===== config.mk =====
export PLATFORM = sky130hd
export DESIGN_NAME = cache_ctrl
export DESIGN_NICKNAME = d
export VERILOG_FILES = /design/src/rtl/cache_ctrl.sv
export SDC_FILE = /design/constraint.sdc
export NUM_CORES = 1
export LEC_CHECK = 0
export CORE_ASPECT_RATIO = 1.2
export CORE_MARGIN = 3
export CORE_UTILIZATION = 55
export CTS_BUF_LIST = sky130_fd_sc_hd__clkbuf_16
export CTS_CLUSTER_DIAMETER = 50
export CTS_CLUSTER_SIZE = 20
export DETAILED_ROUTE_END_ITERATION = 8
export PLACE_DENSITY = 0.76
export SYNTH_ARGS = -nofsm -noshare
export SYNTH_HDL_FRONTEND = slang
export SYNTH_SLANG_ARGS = --single-unit

===== constraint.sdc =====
create_clock -name clk -period 6.1 [get_ports clk]
set_clock_uncertainty 0.1 [all_clocks]
set_input_delay 0.61 -clock clk [delete_from_list [all_inputs] [get_ports clk]]
set_output_delay 0.61 -clock clk [all_outputs]
set_load 0.02 [all_outputs]

===== src/rtl/cache_ctrl.sv =====
// rtl/cache_ctrl.sv - direct-mapped write-through, write-no-allocate cache controller.
// Optional hit/miss counters are built when CACHE_STATS_EN is defined.
module cache_ctrl #(
  parameter int LINES  = 16,
  parameter int ADDR_W = 32
) (
  input  logic              clk,
  input  logic              reset,
  input  logic              core_req,
  input  logic              core_we,
  input  logic [ADDR_W-1:0] core_addr,
  input  logic [31:0]       core_wdata,
  output logic [31:0]       core_rdata,
  output logic              core_done,
  output logic              core_busy,
  output logic [ADDR_W-1:0] req_addr,
  output logic [31:0]       req_data,
  output logic              req_type,
  output logic              req_do,
  input  logic [31:0]       O_data,
  input  logic              req_done
`ifdef CACHE_STATS_EN
  ,
  output logic [31:0]       stat_hits,
  output logic [31:0]       stat_misses
`endif
);

  localparam int IDX_W = $clog2(LINES);
  localparam int TAG_W = ADDR_W - IDX_W - 2;

  typedef enum logic [2:0] {
    S_IDLE,
    S_RD_ISSUE,
    S_RD_WAIT,
    S_WR_ISSUE,
    S_WR_WAIT,
    S_RESP
  } state_t;

  state_t            r_state;
  logic [ADDR_W-3:0] r_waddr;
  logic [31:0]       r_wdata;
  logic [LINES-1:0]  r_valid;
  logic [TAG_W-1:0]  r_tag_mem  [LINES];
  logic [31:0]       r_data_mem [LINES];

  logic [IDX_W-1:0]  w_in_idx;
  logic [TAG_W-1:0]  w_in_tag;
  logic              w_in_hit;
  logic [IDX_W-1:0]  w_lat_idx;
  logic [TAG_W-1:0]  w_lat_tag;
  logic              w_lat_hit;
  logic              w_fill;
  logic              w_wr_upd;
  logic              w_unused_bits;

  assign w_in_idx      = core_addr[IDX_W+1:2];
  assign w_in_tag      = core_addr[ADDR_W-1:IDX_W+2];
  assign w_in_hit      = r_valid[w_in_idx] && (r_tag_mem[w_in_idx] == w_in_tag);
  assign w_lat_idx     = r_waddr[IDX_W-1:0];
  assign w_lat_tag     = r_waddr[ADDR_W-3:IDX_W];
  assign w_lat_hit     = r_valid[w_lat_idx] && (r_tag_mem[w_lat_idx] == w_lat_tag);
  assign w_fill        = (r_state == S_RD_WAIT) && req_done;
  assign w_wr_upd      = (r_state == S_WR_WAIT) && req_done && w_lat_hit;
  assign w_unused_bits = ^core_addr[1:0];

  // Tag/data storage carries no reset; validity lives in r_valid.
  always_ff @(posedge clk) begin
    if (reset && w_fill) begin
      r_tag_mem[w_lat_idx]  <= w_lat_tag;
      r_data_mem[w_lat_idx] <= O_data;
    end else if (reset && w_wr_upd) begin
      r_data_mem[w_lat_idx] <= r_wdata;
    end
  end

  always_ff @(posedge clk or negedge reset) begin
    if (!reset) begin
      r_state    <= S_IDLE;
      r_waddr    <= '0;
      r_wdata    <= '0;
      r_valid    <= '0;
      core_rdata <= '0;
      core_done  <= 1'b0;
      core_busy  <= 1'b0;
      req_addr   <= '0;
      req_data   <= '0;
      req_type   <= 1'b0;
      req_do     <= 1'b0;
    end else begin
      core_done <= 1'b0;
      req_do    <= 1'b0;
      case (r_state)
        S_IDLE: begin
          if (core_req) begin
            r_waddr   <= core_addr[ADDR_W-1:2];
            r_wdata   <= core_wdata;
            core_busy <= 1'b1;
            if (core_we) begin
              r_state <= S_WR_ISSUE;
            end else if (w_in_hit) begin
              core_rdata <= r_data_mem[w_in_idx];
              core_done  <= 1'b1;
              r_state    <= S_RESP;
            end else begin
              r_state <= S_RD_ISSUE;
            end
          end
        end
        S_RD_ISSUE: begin
          req_do   <= 1'b1;
          req_type <= 1'b0;
          req_addr <= {r_waddr, 2'b00};
          r_state  <= S_RD_WAIT;
        end
        S_RD_WAIT: begin
          if (req_done) begin
            r_valid[w_lat_idx] <= 1'b1;
            core_rdata         <= O_data;
            core_done          <= 1'b1;
            r_state            <= S_RESP;
          end
        end
        S_WR_ISSUE: begin
          req_do   <= 1'b1;
          req_type <= 1'b1;
          req_addr <= {r_waddr, 2'b00};
          req_data <= r_wdata;
          r_state  <= S_WR_WAIT;
        end
        S_WR_WAIT: begin
          // Write misses do not allocate; the data array update is gated on w_lat_hit.
          if (req_done) begin
            core_done <= 1'b1;
            r_state   <= S_RESP;
          end
        end
        S_RESP: begin
          core_busy <= 1'b0;
          r_state   <= S_IDLE;
        end
        default: begin
          core_busy <= 1'b0;
          r_state   <= S_IDLE;
        end
      endcase
    end
  end

`ifdef CACHE_STATS_EN
  logic w_rd_capture;
  assign w_rd_capture = (r_state == S_IDLE) && core_req && !core_we;

  // Counters saturate rather than wrap.
  always_ff @(posedge clk or negedge reset) begin
    if (!reset) begin
      stat_hits   <= '0;
      stat_misses <= '0;
    end else if (w_rd_capture) begin
      if (w_in_hit) begin
        if (stat_hits != 32'hFFFF_FFFF) stat_hits <= stat_hits + 32'd1;
      end else begin
        if (stat_misses != 32'hFFFF_FFFF) stat_misses <= stat_misses + 32'd1;
      end
    end
  end
`endif

endmodule


==> flow_summary.ini <==
[floorplan]
die_h_um = 326
die_w_um = 273
die-area_um2 = 89100
start_util_pct = 55.9
rows = 116
core_um2 = 84200
num_io_pins = 201

[placement]
dp_hpwl_mm = 73.4
placedInstanceArea_um2 = 51000
place.gp.congestion = 0.896
port_buffers = 196

[cells_and_area]
fillers = 5581
area_growth_syn_to_layout_pct = 15.6
multi_input_area_um2 = 14300
layout_commonest_cell = edfxtp_1
mostFrequentLayoutCells = 928 x edfxtp_1, 351 x mux4_2, 191 x clkdlybuf4s50_1
seq_area_um2 = 32400
fin_nets = 2780
final_cell_area_um2 = 54400
drive_above_1_share_pct = 29.2

[route]
vias = 26200
viasPerCell = 6.75
drt-pass1-iter-count = 6
routed_wl_mm = 125
antenna_left = 0
drc_errors = 0
wl_per_cell_um = 32.3
first_iter_violations = 3301

[status]
status = completed

[critical_path]
cpPeakStageDelay_ps = 940
worstSetupStartpointType = flop
cp-end-kind = flop
r2r_start = r_waddr[0]
cp_cell_sequence = buf_12 -> mux4_2 -> mux2i_1 -> nor2_1 -> a21oi_1 -> a31oi_1 -> a2111oi_0 -> nand4_1 -> buf_12 -> a211oi_4 -> buf_12
cpMostUsedCell = buf_12
crit_arrival_ps = 5560
path_class = flop to flop
critical-path-top-delay-family = compound AO/OA/AOI/OAI gates
worstPathRequired_ps = 6340
path_max_fanout = 48
rr_worst_depth = 11
rr_endpoint = r_data_mem[11][22]
critPathBufInv = 3
path_depth = 11
crit_slowest_cell = dfrtp_4
reg2reg_slack_ps = 780

[yosys]
synthCells = 2453
yosysSeqAreaShare_pct = 68.7
synth.distinct_cells = 62
synthFlopType = edfxtp_1
ys_ff_latch = 1107
ys.warnings.count = 0
synthArstFlopShare_pct = 16.2
synth_edf_count = 928
synth.avg_cell_area_um2 = 19.2
netlist_area_um2 = 47100

[sta]
fmax_ghz = 0.188
final_hold_viol_count = 0
finalSetupTns_ps = 0
tightest_slew_ps = 1250
setup-violations-final = 0
max-slew-margin-rel_pct = 16.4
finalCritPeriodShare_pct = 87.2
period_needed_ps = 5320
rsz0062_at_grt = no
drv_slew = 0

[cts]
post_cts_buffers = 0
cts.clk_slew.worst_paths_ps = 70
cts_buffers = 96
postCtsResizedCells = 0
clock_path_buffers = 3
tritoncts = done
clock-sinks = 1107
root_buffer = clkbuf_16
clock_latency_ps = 680
htree_levels = 3

[global_routing]
grt_pass1_wl_mm = 185
overflow = 0
grt_max_degree = 95
grtUsageTotal_pct = 28.5
antenna_found_initial = 0
grt_pass1_vias = 27700

[job]
max-cap-violations = 0

[power]
powerDensity_nw_per_um2 = 409
irDropWorstVdd_mv = 0.327
p_leak_uw = 0.0182

[worst_hold_path]
min_path_type = input pin to async pin
[synthesized netlist by cell type, types with 13 or more instances]
master    count  share of area, %
edfxtp_1    928                59
mux4_2      351                17
dfrtp_1     179               9.5
mux2_2      142               3.4
nand2_1     134               1.1
mux2i_1     108               2.3
nor2_1      100              0.80
clkbuf_1     77              0.61
a211oi_1     54              0.86
buf_2        49              0.52
nor4_1       37              0.49
xor2_1       30              0.56
a22oi_1      29              0.46
nand2b_1     19              0.25
buf_1        16              0.13
buf_4        14              0.22
o21ai_0      13              0.14
xnor2_1      13              0.24
[repair_timing]
item	in CTS	in global routing
hold buffers	1	0
setup endpoints to repair	0	0
endpoints found under the hold margin	30	0
[cell type report]
class	count	area share, %
clock buffer	101	4.64
sequential	1107	59.5
inverter	4	0.0276
clock inverter	81	1.67
multi-input combinational	1180	26.2
tap	1121	2.58
antenna	1	0.00460
timing repair buffer	290	5.42
[metrics by stage]
step	power, uW	util [%]	setup slack, ps	hold slack, ps	instances
2_1_floorplan	13400	-	139	214	2454
3_3_place_gp	15700	60.5	980	363	3701
3_5_place_dp	15900	60.5	861	364	3701
4_1_cts	22300	64.6	807	302	3884
5_1_grt	23000	64.6	477	331	3884
6_report	22300	64.6	782	303	3885
[metal layers]
metal  up-vias  GRT usage, %  wire, um
met1     13700          36.9     44600
met3       361          5.18     11000
met5         -             0         0
met2      1633          47.3     63700
met4         0          13.4      6170
li1      10500             -         -
[worst max path at each step]
stage	from	to
2_1_floorplan	r_waddr[0]	r_data_mem[10][0]
4_1_cts	r_waddr[0]	r_data_mem[11][8]
3_3_place_gp	r_waddr[0]	r_data_mem[5][10]
5_1_grt	r_waddr[0]	r_data_mem[11][8]
6_report	r_waddr[0]	r_data_mem[11][22]
3_5_place_dp	r_waddr[0]	r_data_mem[11][29]
[report_power, final]
| group | internal (uW) | switching [uW] |
|---|---|---|
| combinational | 2470 | 2890 |
| sequential | 9260 | 1150 |
| clock | 3430 | 3060 |
[logic make-up (layout without fill, tap and decap cells)]
family	Yosys count	count (layout)	share of synthesized area (%)
other cells	1	3	0.00797
flops	1107	1107	68.7
simple gates	353	353	3.42
mux	601	601	22.5
xor+xnor	43	43	0.800
buf+inv	167	476	1.69
compound gates	181	181	2.84
[flip-flops by register name, indices dropped and copies added (netlist names)]
signal / cells
req_type: 1
r_waddr: 30
core_busy: 1
r_state: 3
req_data: 32
r_wdata: 32
core_rdata: 32
r_valid: 16
r_data_mem: 512
r_tag_mem: 416
req_addr: 30
req_do: 1
core_done: 1
No activity file was read; power rests on OpenSTA's default activity.
